[config.mk]
export PLATFORM = sky130hd
export DESIGN_NAME = vga_sync_gen
export DESIGN_NICKNAME = d
export VERILOG_FILES = /design/src/rtl/vga_pkg.sv /design/src/rtl/vga_wrap_counter.sv /design/src/rtl/vga_sync_gen.sv
export SDC_FILE = /design/constraint.sdc
export NUM_CORES = 1
export LEC_CHECK = 0
export ABC_AREA = 1
export CAP_MARGIN = 15
export CORE_UTILIZATION = 50
export CTS_CLUSTER_DIAMETER = 60
export DETAILED_ROUTE_END_ITERATION = 6
export PLACE_DENSITY = 0.84
export RECOVER_POWER = 100
export SLEW_MARGIN = 40
export SYNTH_ARGS = -nofsm -noshare
export SYNTH_HDL_FRONTEND = slang
export SYNTH_SLANG_ARGS = --single-unit
[constraint.sdc]
create_clock -name clk -period 2.1 [get_ports clk]
set_clock_uncertainty 0.05 [all_clocks]
set_input_delay 0.315 -clock clk [delete_from_list [all_inputs] [get_ports clk]]
set_output_delay 0.315 -clock clk [all_outputs]
set_load 0.01 [all_outputs]
[src/rtl/vga_pkg.sv]
// Shared VGA timing package: 640x480@60 constants, coordinate width,
// sync polarity and a range helper reused by renderer and grid mapper.
package vga_pkg;

    localparam int COORD_W = 10;

    localparam int VGA_H_ACTIVE = 640;
    localparam int VGA_H_FP     = 16;
    localparam int VGA_H_SYNC   = 96;
    localparam int VGA_H_BP     = 48;

    localparam int VGA_V_ACTIVE = 480;
    localparam int VGA_V_FP     = 10;
    localparam int VGA_V_SYNC   = 2;
    localparam int VGA_V_BP     = 33;

    localparam int VGA_H_TOTAL =
        VGA_H_ACTIVE + VGA_H_FP + VGA_H_SYNC + VGA_H_BP;
    localparam int VGA_V_TOTAL =
        VGA_V_ACTIVE + VGA_V_FP + VGA_V_SYNC + VGA_V_BP;

    // 0 = sync pulses are active-low
    localparam logic VGA_SYNC_POL = 1'b0;

    // Inclusive range test on a coordinate
    function automatic logic in_range(
        input logic [COORD_W-1:0] val,
        input int                 lo,
        input int                 hi
    );
        return (int'(val) >= lo) && (int'(val) <= hi);
    endfunction

endpackage

[src/rtl/vga_wrap_counter.sv]
// Modulo-MOD counter with enable and synchronous clear.
// Ports: clk, i_clr, i_en -> o_count (registered), o_next, o_wrap.
module vga_wrap_counter #(
    parameter int MOD = 800,
    parameter int W   = 10
) (
    input  logic         clk,
    input  logic         i_clr,
    input  logic         i_en,
    output logic [W-1:0] o_count,
    output logic [W-1:0] o_next,
    output logic         o_wrap
);

    localparam logic [W-1:0] LAST = W'(MOD - 1);

    logic [W-1:0] r_count;

    // Wrap is qualified by enable so it doubles as a carry strobe
    assign o_wrap  = i_en && (r_count == LAST);
    assign o_count = r_count;

    always_comb begin
        o_next = r_count;
        if (i_clr)
            o_next = '0;
        else if (o_wrap)
            o_next = '0;
        else if (i_en)
            o_next = r_count + 1'b1;
    end

    always_ff @(posedge clk) begin
        r_count <= o_next;
    end

endmodule

[src/rtl/vga_sync_gen.sv]
// VGA raster timing generator advancing one pixel per pix_stb.
// Ports: clk, rst, pix_stb -> hsync, vsync, active, x, y, line_end, frame_end.
module vga_sync_gen
    import vga_pkg::*;
#(
    parameter int   H_ACTIVE = VGA_H_ACTIVE,
    parameter int   H_FP     = VGA_H_FP,
    parameter int   H_SYNC   = VGA_H_SYNC,
    parameter int   H_BP     = VGA_H_BP,
    parameter int   V_ACTIVE = VGA_V_ACTIVE,
    parameter int   V_FP     = VGA_V_FP,
    parameter int   V_SYNC   = VGA_V_SYNC,
    parameter int   V_BP     = VGA_V_BP,
    parameter logic SYNC_POL = VGA_SYNC_POL
) (
    input  logic               clk,
    input  logic               rst,
    input  logic               pix_stb,
    output logic               hsync,
    output logic               vsync,
    output logic               active,
    output logic [COORD_W-1:0] x,
    output logic [COORD_W-1:0] y,
    output logic               line_end,
    output logic               frame_end
);

    localparam int H_TOTAL = H_ACTIVE + H_FP + H_SYNC + H_BP;
    localparam int V_TOTAL = V_ACTIVE + V_FP + V_SYNC + V_BP;

    localparam int HS_LO = H_ACTIVE + H_FP;
    localparam int HS_HI = H_ACTIVE + H_FP + H_SYNC - 1;
    localparam int VS_LO = V_ACTIVE + V_FP;
    localparam int VS_HI = V_ACTIVE + V_FP + V_SYNC - 1;

    if (H_TOTAL > 1024) begin : g_h_too_big
        $error("vga_sync_gen: H_TOTAL exceeds 1024");
    end
    if (V_TOTAL > 1024) begin : g_v_too_big
        $error("vga_sync_gen: V_TOTAL exceeds 1024");
    end

    logic [COORD_W-1:0] w_h;
    logic [COORD_W-1:0] w_h_next;
    logic               w_h_wrap;
    logic [COORD_W-1:0] w_v;
    logic [COORD_W-1:0] w_v_next;
    logic               w_v_wrap;

    logic r_hsync;
    logic r_vsync;
    logic r_active;

    vga_wrap_counter #(
        .MOD (H_TOTAL),
        .W   (COORD_W)
    ) u_h_cnt (
        .clk     (clk),
        .i_clr   (rst),
        .i_en    (pix_stb),
        .o_count (w_h),
        .o_next  (w_h_next),
        .o_wrap  (w_h_wrap)
    );

    // Vertical advances only on the strobe that ends a line
    vga_wrap_counter #(
        .MOD (V_TOTAL),
        .W   (COORD_W)
    ) u_v_cnt (
        .clk     (clk),
        .i_clr   (rst),
        .i_en    (w_h_wrap),
        .o_count (w_v),
        .o_next  (w_v_next),
        .o_wrap  (w_v_wrap)
    );

    // Decode from next-state so pins move on the same edge as x/y
    always_ff @(posedge clk) begin
        if (rst) begin
            r_hsync  <= ~SYNC_POL;
            r_vsync  <= ~SYNC_POL;
            r_active <= 1'b1;
        end else begin
            r_hsync  <= in_range(w_h_next, HS_LO, HS_HI) ?
                        SYNC_POL : ~SYNC_POL;
            r_vsync  <= in_range(w_v_next, VS_LO, VS_HI) ?
                        SYNC_POL : ~SYNC_POL;
            r_active <= in_range(w_h_next, 0, H_ACTIVE - 1) &&
                        in_range(w_v_next, 0, V_ACTIVE - 1);
        end
    end

    assign hsync     = r_hsync;
    assign vsync     = r_vsync;
    assign active    = r_active;
    assign x         = w_h;
    assign y         = w_v;
    assign line_end  = ~rst & w_h_wrap;
    assign frame_end = ~rst & w_h_wrap & w_v_wrap;

endmodule

==> summary.txt, run 1 <==
drt drc: 0
Final Util: 0.7014
FF+latch count, synth: 23
Max stage delay cell, worst path: dfxtp_2
initial antenna violation count: 0
pin count of the biggest net entering global routing: 13
Netlist cell types: 26
CTS tree: yes
most frequent cell after synthesis: nand2_1
vias in the first global route: 1,340
GRT Residual Overflow: 0
Crit path max-delay family: simple AND/OR/NAND/NOR gates
Row Count: 18
H-tree Lvls: 1
P_leak: 0.8486 nW
Fmax: 0.5073 GHz
Setup-failing EPs final: 0
Synth top cells by count: nand2_1 (71), nor2_1 (31), inv_1 (30), dfxtp_1 (23), nand3_1 (18)
final wirelength: 3173 µm
Clk pin slew, worst setup/hold paths: 130 ps
post-route design area: 1769 µm²
Antenna diodes: 0
DR iter-0 viols: 37
die height: 54.18 µm
CTS sink cnt: 23
TritonCTS buffer count: 3
Power Dens Cells: 389.7 nW/µm²
area share of the largest cell type after synthesis: 0.3382
WP data required: 1740 ps
post-CTS setup buffers: 0
status: complete, no violations
final worst path period share: 0.9386
placer congestion estimate: 0.8946
final hold viol count: 0
worst stage delay on the critical path: 370 ps
worst hold path type: register to register
Nets: 266
DR vias: 1,484
Synth async-reset ratio: 0
Max FO, Critical Path: 4
cts hold-fix bufs: 0
unrepaired setup endpoints after global routing: no
Layout area overhead: 29.96%
slew at the pin closest to its max-slew limit: 404.5 ps
Worst Path Buf+Inv: 1
Synth warnings: 0
first-pass GRT wire length: 5264 µm
share of the yosys chip area belonging to registers: 0.3382
DRT antenna net count: 0
dpl cell area: 1752 µm²
GRT Util Overall: 0.2485
crit start category: register
Starting Density: 0.5397
Via density: 5.135
crit path kind: register to output port
clock latency on the worst-skew pair: 320 ps
post-synth top area cell: dfxtp_1
peak supply drop: 0.3736 mV
DP HPWL: 2491 µm
Synthesized Nets: 223
wire per inst: 10.98 µm
largest cells by area after synthesis: dfxtp_1 (34%), nand2_1 (20%), nor2_1 (8.5%)
layout cells sized above 1: 0.09653
I/O pin count: 28
Worst Path Arrival: 1610 ps
clock period minus worst slack: 1971 ps
final slew viol count: 0
crit-path cells: ha_1 > nand3_2 > nor2_4 > nand2_4 > nor3_2 > clkdlybuf4s15_1
IO Port Bufs: 27
cells after synthesis: 217
CP Capture Type: output port
first drt pass iteration count: 4
die area: 2935 µm²
Core Area: 2522 µm²
Rel. slew slack: 0.7303
Overall Power: 0.6895 mW
maximum clock path buffer count: 2
Max Cap Viol: 0
Mapped Area: 1361 µm²
number of synthesized flops with an enable pin: 0
Root Buffer: clkbuf_4
average size of a mapped cell: 6.273 µm²
DIE WIDTH: 54.18 µm
Main synth FF type: dfxtp_1
registers in the layout (all words and copies together) (netlist names):
register         flops
u_h_cnt.o_count     10
u_v_cnt.o_count     10
active               1
hsync                1
vsync                1
final cells by class:
type                       count  area (µm²)
clock buffer                   4       26.28
fill                         234       753.2
inverter                      31       117.6
multi-input combinational    161       765.7
sequential                    23       462.9
tap                           30       37.54
timing repair buffer          40       359.1
cells by family after synthesis:
logic type	count (synthesis)	synth area share
xor gates and xnor gates	1	0.006435
muxes	1	0.007353
and+or+nand+nor	142	0.4669
AOI/OAI and AO/OA	14	0.05606
DFF	23	0.3382
buffers and inverters	33	0.09742
adders and majority gates	3	0.02758
worst reg2reg max path, stage by stage, from the launching register on:
cell        delay (ps)
dfxtp_2            360
ha_1               220
nand3_2            110
nor2_4              50
nand2_4             80
buf_4              120
clkinvlp_2         290
nor2_1             230
inv_1              160
nor3b_1            220
path summary, 6_finish.rpt:
check	from	end	slack [ps]	cells after the start
max	u_h_cnt.o_count[0]	frame_end	130	6
min	u_v_cnt.o_count[0]	u_v_cnt.o_count[0]	470	2
max reg2reg	u_h_cnt.o_count[0]	u_h_cnt.o_count[0]	160	9
min reg2reg	u_v_cnt.o_count[0]	u_v_cnt.o_count[0]	470	2
timing repair:
item,4_1_cts,5_1_grt
endpoints found under the setup margin,2,1
gates cloned,0,0
gates resized for setup,3,3
power breakdown:
part	total, mW	switching, mW	internal [mW]
sequential	0.443	0.00252	0.440
combinational	0.0385	0.0203	0.0182
clock	0.208	0.134	0.0744
total	0.690	0.157	0.533
per-stage QoR:
stage / setup WS, ps / instances / setup TNS [ps] / hold WS (ps)
6_report: 128.9 / 289 / 0 / 473.8
5_1_grt: 2.607 / 289 / 0 / 508.3
4_1_cts: 54.52 / 289 / 0 / 481.7
3_5_place_dp: -152.7 / 285 / -214.8 / 479.3
3_3_place_gp: -163.6 / 285 / -225.8 / 451.0
2_1_floorplan: 305.5 / 217 / 0 / 421.0
metal layers:
| layer | vias up | part of all wire | track usage | wire length, µm |
|---|---|---|---|---|
| met4 | 0 | 0.013 | 0.09829 | 40 |
| li1 | 762 | - | - | - |
| met1 | 664 | 0.45 | 0.2833 | 1428 |
| met3 | 5 | 0.045 | 0.02825 | 144 |
| met5 | - | 0 | 0 | 0 |
| met2 | 53 | 0.49 | 0.4614 | 1560 |
cell usage in the layout (no fill, tap or decap), drive strengths merged:
cell type / n
clkinvlp: 1
and2: 1
clkdlybuf4s15: 1
dlygate4sd2: 1
nor3b: 1
xor2: 1
nor3: 3
nand3: 19
nand2: 74
nor2: 34
o21bai: 1
clkdlybuf4s50: 2
o21ai: 4
nand4: 7
buf: 11
ha: 3
dlygate4sd3: 23
a21oi: 9
inv: 30
nand3b: 3
clkbuf: 6
dfxtp: 23
mux2i: 1
Note: power is estimated with default switching activity, not from simulation.
==> run 2: changes to the inputs <==
--- a/config.mk
+++ b/config.mk
@@ -8,6 +8,7 @@
 export ABC_AREA = 1
 export CAP_MARGIN = 15
 export CORE_UTILIZATION = 50
+export CTS_BUF_LIST = sky130_fd_sc_hd__clkbuf_4 sky130_fd_sc_hd__clkbuf_8
 export CTS_CLUSTER_DIAMETER = 60
 export DETAILED_ROUTE_END_ITERATION = 6
 export PLACE_DENSITY = 0.84
==> summary.txt, run 2 (synthesis gave the netlist of run 1 again) <==
peak supply drop: 0.3812 mV (was 0.3736 mV)
CP Capture Type: output port (unchanged)
layout cells sized above 1: 0.1004 (was 0.09653)
Power Dens Cells: 397.8 nW/µm² (was 389.7 nW/µm²)
worst reg2reg setup slack: 150 ps (was 160 ps)
maximum clock path buffer count: 2 (unchanged)
I/O pin count: 28 (unchanged)
DRT antenna net count: 0 (unchanged)
Finished Layout Cells: 289 (unchanged)
Rel. slew slack: 0.7309 (was 0.7303)
TritonCTS buffer count: 3 (unchanged)
DR iter-0 viols: 37 (unchanged)
R2R cell count: 9 (unchanged)
combinational power share: 0.055 (was 0.056)
clock network power share: 0.318 (was 0.302)
Nets: 266 (unchanged)
H-tree Lvls: 1 (unchanged)
cell count of the worst hold path: 2 (unchanged)
Via density: 5.145 (was 5.135)
Fmax: 0.5066 GHz (was 0.5073 GHz)
Starting Density: 0.5397 (unchanged)
die height: 54.18 µm (unchanged)
hold_ws: 473.8 ps (about the same)
Final Util: 0.7029 (was 0.7014)
final hold viol count: 0 (unchanged)
IO Port Bufs: 27 (unchanged)
placer congestion estimate: 0.8946 (unchanged)
Worst Path Arrival: 1610 ps (about the same)
crit start category: register (unchanged)
most common cell after layout, fill and taps aside: nand2_1 (unchanged)
final slew viol count: 0 (unchanged)
CTS tree: yes (unchanged)
worst r2r dst: u_h_cnt.o_count[0] (unchanged)
Setup-failing EPs final: 0 (unchanged)
Overall Power: 0.7053 mW (was 0.6895 mW)
Antenna diodes: 0 (unchanged)
GRT Residual Overflow: 0 (unchanged)
worst hold path type: register to register (unchanged)
pin count of the biggest net entering global routing: 13 (unchanged)
die area: 2935 µm² (unchanged)
DIE WIDTH: 54.18 µm (unchanged)
WP data required: 1740 ps (about the same)
DP HPWL: 2491 µm (unchanged)
filler instances: 234 (unchanged)
vias in the first global route: 1,342 (was 1,340)
Hold Crit Endpoint: u_v_cnt.o_count[0] (unchanged)
first-pass GRT wire length: 5271 µm (was 5264 µm)
initial antenna violation count: 0 (unchanged)
Layout area overhead: 30.24% (was 29.96%)
commonest non-fill, non-tap cells in the layout: nand2_1 (71), nor2_1 (32), inv_1 (30), dlygate4sd3_1 (23), dfxtp_1 (21) (unchanged)
Sw Pwr: 0.1597 mW (was 0.1569 mW)
Clk pin slew, worst setup/hold paths: 130 ps (about the same)
placed cells: 285 (unchanged)
min-delay src: u_v_cnt.o_count[0] (unchanged)
wire per inst: 11.04 µm (was 10.98 µm)
switch share: 0.2264 (was 0.2275)
final worst path period share: 0.9399 (was 0.9386)
status: complete, no violations (unchanged)
DR vias: 1,487 (was 1,484)
register share of total power: 0.627 (was 0.642)
crit path kind: register to output port (unchanged)
GRT Util Overall: 0.2485 (unchanged)
final wirelength: 3192 µm (was 3173 µm)
slew at the pin closest to its max-slew limit: 403.6 ps (was 404.5 ps)
Core Area: 2522 µm² (unchanged)
CTS sink cnt: 23 (unchanged)
Place WS: -152.7 ps (unchanged)
clock latency on the worst-skew pair: 320 ps (about the same)
unrepaired setup endpoints after global routing: no (unchanged)
Row Count: 18 (unchanged)
Max Cap Viol: 0 (unchanged)
Max FO, Critical Path: 4 (unchanged)
Root Buffer: clkbuf_4 (unchanged)
drt drc: 0 (unchanged)
Internal: 0.5456 mW (was 0.5326 mW)
final worst slack: 126.2 ps (was 128.9 ps)
P_leak: 0.8520 nW (was 0.8486 nW)
R2R Path Start: u_h_cnt.o_count[0] (unchanged)
clock period minus worst slack: 1974 ps (was 1971 ps)
first drt pass iteration count: 4 (unchanged)
## run 2: changes by cell type in the layout (fill, tap and decap cells not counted)
cell	delta
clkbuf_1	-1
clkbuf_4	+1
## run 2: worst max-delay path, cell delays in order (launching register included)
cell	delay, ps
dfxtp_2	370
ha_1	190
nand3_2	110
nor2_4	130
nand2_4	70
nor3_2	170
clkdlybuf4s15_1	260
## run 2: power groups by stage
stage	Combinational [mW]	Clock (mW)	Sequential, mW
floorplan	0.0151	0	0.454
global placement	0.0395	0	0.452
detailed placement	0.0407	0	0.452
CTS	0.0408	0.222	0.443
global route	0.0425	0.241	0.444
finish	0.0386	0.224	0.443
## run 2: area by class of cell
type                            instances  area (µm²)  share of cell area
Clock buffer                            4       30.03             0.01694
Tap cell                               30       37.54             0.02117
Multi-Input combinational cell        161       765.7              0.4319
Sequential cell                        23       462.9              0.2611
Inverter                               31       117.6             0.06634
Timing Repair Buffer                   40       359.1              0.2025
## run 2: through the flow
stage / setup TNS [ps] / area [µm²]
2_1_floorplan: 0 / 1361
3_3_place_gp: -225.8 / 1752
3_5_place_dp: -214.8 / 1752
4_1_cts: 0 / 1780
5_1_grt: 0 / 1773
6_report: 0 / 1773
## run 2: timing repair
item,CTS,global route
hold endpoints to repair,0,0
endpoints found under the setup margin,2,1
hold buffers,0,0
setup buffers,0,0
resized for setup,3,3
gates cloned,0,0
## run 2: per-layer routing
layer  GRT usage  wire, µm  vias to the layer above
met5           0         0                        -
met4     0.09829        40                        0
met3     0.02825       140                        5
met2      0.4614      1578                       46
met1      0.2833      1432                      674
li1            -         -                      762
## run 2: worst max path at each step
stage | start | to | slack (ps) | depth (start not counted)
finish | u_h_cnt.o_count[0] | frame_end | 130 | 6
global route | u_h_cnt.o_count[0] | frame_end | 3 | 6
CTS | u_h_cnt.o_count[0] | frame_end | 50 | 6
detailed placement | pix_stb | frame_end | -150 | 6
floorplan | u_h_cnt.o_count[0] | frame_end | 310 | 6
global placement | pix_stb | frame_end | -160 | 6
==> run 3: changes to the inputs <==
--- a/config.mk
+++ b/config.mk
@@ -11,9 +11,10 @@
 export CTS_BUF_LIST = sky130_fd_sc_hd__clkbuf_4 sky130_fd_sc_hd__clkbuf_8
 export CTS_CLUSTER_DIAMETER = 60
 export DETAILED_ROUTE_END_ITERATION = 6
-export PLACE_DENSITY = 0.84
+export PLACE_DENSITY = 0.85
 export RECOVER_POWER = 100
 export SLEW_MARGIN = 40
 export SYNTH_ARGS = -nofsm -noshare
 export SYNTH_HDL_FRONTEND = slang
+export SYNTH_HIERARCHICAL = 1
 export SYNTH_SLANG_ARGS = --single-unit
==> summary.txt, run 3 <==
Root Buffer: clkbuf_4 (unchanged)
Worst Path Arrival: 2270 ps (was 1610 ps)
Synth async-reset ratio: 0 (unchanged)
final worst path period share: 1.005 (was 0.9399)
DRT antenna net count: 0 (unchanged)
Finished Layout Cells: 270 (was 289)
commonest non-fill, non-tap cells in the layout: nand2_1 (38), nor2_1 (31), inv_1 (30), buf_4 (28), clkdlybuf4s50_1 (24) (was nand2_1 (71), nor2_1 (32), inv_1 (30), dlygate4sd3_1 (23), dfxtp_1 (21))
failing checks: negative setup slack
unrepaired setup endpoints after global routing: yes (was no)
cts hold-fix bufs: 0 (unchanged)
peak supply drop: 0.3003 mV (was 0.3812 mV)
maximum clock path buffer count: 2 (unchanged)
DIE WIDTH: 51.93 µm (was 54.18 µm)
Netlist cell types: 21 (was 26)
Clk pin slew, worst setup/hold paths: 130 ps (about the same)
Core Area: 2276 µm² (was 2522 µm²)
first drt pass iteration count: 4 (unchanged)
TritonCTS buffer count: 3 (unchanged)
layout cells sized above 1: 0.2190 (was 0.1004)
placed cells: 260 (was 285)
Rel. slew slack: 0.7873 (was 0.7309)
Mapped Area: 1246 µm² (was 1361 µm²)
most common cell after layout, fill and taps aside: nand2_1 (unchanged)
GRT Util Overall: 0.2982 (was 0.2485)
final slew viol count: 0 (unchanged)
average size of a mapped cell: 6.847 µm² (was 6.273 µm²)
cells after synthesis: 182 (was 217)
share of the yosys chip area belonging to registers: 0.3695 (was 0.3382)
R2R cell count: 11 (was 9)
P_leak: 0.8260 nW (was 0.8520 nW)
CP Capture Type: register (was output port)
status: finished, violations left (was complete, no violations)
die height: 51.93 µm (was 54.18 µm)
initial antenna violation count: 0 (unchanged)
crit start category: register (unchanged)
Worst Path Buf+Inv: 1 (unchanged)
Max Cap Viol: 0 (unchanged)
Hold Crit Endpoint: u_h_cnt/o_count[1] (was u_v_cnt.o_count[0])
Setup-failing EPs final: 1 (was 0)
CTS sink cnt: 23 (unchanged)
Crit path max-delay family: simple AND/OR/NAND/NOR gates (unchanged)
crit path kind: register to register (was register to output port)
pin count of the biggest net entering global routing: 13 (unchanged)
DR vias: 1,406 (was 1,487)
dpl cell area: 1732 µm² (was 1752 µm²)
area share of the largest cell type after synthesis: 0.3695 (was 0.3382)
IO Port Bufs: 27 (unchanged)
most frequent cell after synthesis: nand2_1 (unchanged)
drt drc: 0 (unchanged)
worst r2r dst: vsync (was u_h_cnt.o_count[0])
die area: 2696 µm² (was 2935 µm²)
largest cells by area after synthesis: dfxtp_1 (37%), nand2_1 (11%), nor2_1 (9.9%) (was dfxtp_1 (34%), nand2_1 (20%), nor2_1 (8.5%))
Starting Density: 0.5476 (was 0.5397)
crit-path cells: ha_4 > nand4_1 > nor2_4 > buf_6 > nand2_4 > nor2_4 > nand2_2 > xor2_1 > nor2_1 > nand4_1 > nand3b_1 (was ha_1 > nand3_2 > nor2_4 > nand2_4 > nor3_2 > clkdlybuf4s15_1)
clock latency on the worst-skew pair: 320 ps (about the same)
Fmax: 0.4738 GHz (was 0.5066 GHz)
Place WS: -427.2 ps (was -152.7 ps)
Main synth FF type: dfxtp_1 (unchanged)
worst stage delay on the critical path: 380 ps (was 370 ps)
Row Count: 17 (was 18)
number of synthesized flops with an enable pin: 0 (unchanged)
Power Dens Cells: 401.8 nW/µm² (was 397.8 nW/µm²)
Max stage delay cell, worst path: dfxtp_2 (unchanged)
min-delay src: pix_stb (was u_v_cnt.o_count[0])
FF+latch count, synth: 23 (unchanged)
post-synth top area cell: dfxtp_1 (unchanged)
Synth top cells by count: nand2_1 (38), nor2_1 (33), inv_1 (30), dfxtp_1 (23), nand3_1 (11) (was nand2_1 (71), nor2_1 (31), inv_1 (30), dfxtp_1 (23), nand3_1 (18))
first-pass GRT wire length: 5913 µm (was 5271 µm)
cell count of the worst hold path: 4 (was 2)
vias in the first global route: 1,351 (was 1,342)
R2R Path Start: u_h_cnt/o_count[0] (was u_h_cnt.o_count[0])
Synth warnings: 6 (was 0)
post-route design area: 1828 µm² (was 1773 µm²)
final hold viol count: 0 (unchanged)
Antenna diodes: 0 (unchanged)
Nets: 249 (was 266)
DP HPWL: 2650 µm (was 2491 µm)
filler instances: 140 (was 234)
DR iter-0 viols: 54 (was 37)
Layout area overhead: 46.69% (was 30.24%)
GRT Residual Overflow: 0 (unchanged)
CTS tree: yes (unchanged)
worst hold path type: input port to register (was register to register)
final worst slack: -10.62 ps (was 126.2 ps)
worst reg2reg setup slack: -10 ps (was 150 ps)
I/O pin count: 28 (unchanged)
placer congestion estimate: 0.9242 (was 0.8946)
Max FO, Critical Path: 7 (was 4)
wire per inst: 13.77 µm (was 11.04 µm)
Via density: 5.207 (was 5.145)
Synthesized Nets: 188 (was 223)
slew at the pin closest to its max-slew limit: 316.6 ps (was 403.6 ps)
clock period minus worst slack: 2111 ps (was 1974 ps)
final wirelength: 3718 µm (was 3192 µm)
H-tree Lvls: 1 (unchanged)
WP data required: 2260 ps (was 1740 ps)
[run 3: changes by cell type after synthesis, sizes merged, moves of 2 or more]
cell,previous run,this run
nand3b,3,5
nor2,34,37
nand2,74,41
a21oi,9,5
nand4,7,4
nand3,19,14
xor2,1,6
nor3,3,6
o21ai,4,2
[run 3: worst max path at each step]
stage | startpoint | to | cells past startpoint
3_5_place_dp | pix_stb | frame_end | 11
3_3_place_gp | pix_stb | frame_end | 11
6_report | u_h_cnt/o_count[0] | vsync | 11
4_1_cts | u_h_cnt/o_count[0] | frame_end | 9
2_1_floorplan | u_h_cnt/o_count[1] | vsync | 11
5_1_grt | u_h_cnt/o_count[0] | active | 12
[run 3: cell families (layout without fill, tap and decap cells)]
kind of cell | after synthesis | in the layout | synth area share
buffers and inverters | 31 | 91 | 0.09639
DFF | 23 | 23 | 0.3695
adders and majority gates | 3 | 3 | 0.03012
and+or+nand+nor | 109 | 109 | 0.4106
AOI/OAI and AO/OA | 10 | 10 | 0.05120
xor gates and xnor gates | 6 | 6 | 0.04217
[run 3: stage by stage]
stage	power (mW)	util	TNS, ps	hold WS [ps]
final	0.7345	0.8032	-10.62	485.1
after global routing	0.7569	0.8032	-373.8	519.0
after CTS	0.7403	0.7867	0	472.5
after detailed placement	0.5154	0.7609	-1468	521.6
after global placement	0.5120	0.7609	-1118	502.7
after floorplan	0.4798	-	0	337.4
[run 3: cell type report]
type / instances / area [µm²] / share of cell area
clock buffer: 4 / 30.03 / 0.01643
inverter: 30 / 112.6 / 0.06160
multi-input combinational: 128 / 703.2 / 0.3847
sequential: 23 / 462.9 / 0.2533
tap: 28 / 35.03 / 0.01916
timing repair buffer: 57 / 484.2 / 0.2649
[run 3: report_power, final]
group          total, mW  internal (mW)  switching, mW  leakage (nW)
logic             0.0644         0.0315         0.0329         0.621
registers          0.446          0.441        0.00427         0.187
clock network      0.224         0.0872          0.137        0.0184
[run 3: repair_timing]
| action | in CTS | in global routing |
|---|---|---|
| resized for setup | 13 | 4 |
| endpoints found under the setup margin | 4 | 4 |
| pin swaps | 5 | 5 |
| buffers inserted | 1 | 5 |
[run 3: worst reg2reg max path, delay by kind of cell, from the launching register on]
| kind | cells | cell delay, ps |
|---|---|---|
| fa+ha+maj | 1 | 140 |
| buf+inv | 1 | 140 |
| xor+xnor | 1 | 160 |
| flops | 1 | 380 |
| simple gates | 8 | 1150 |
[run 3: per-layer routing]
layer  vias up  global-route usage  wire length [µm]  share of wire
met2        64              0.5278              1884           0.51
met5         -                   0                 0              0
met3        10             0.03801               197          0.053
li1        685                   -                 -              -
met1       647              0.3543              1556           0.42
met4         0              0.1306                79          0.021
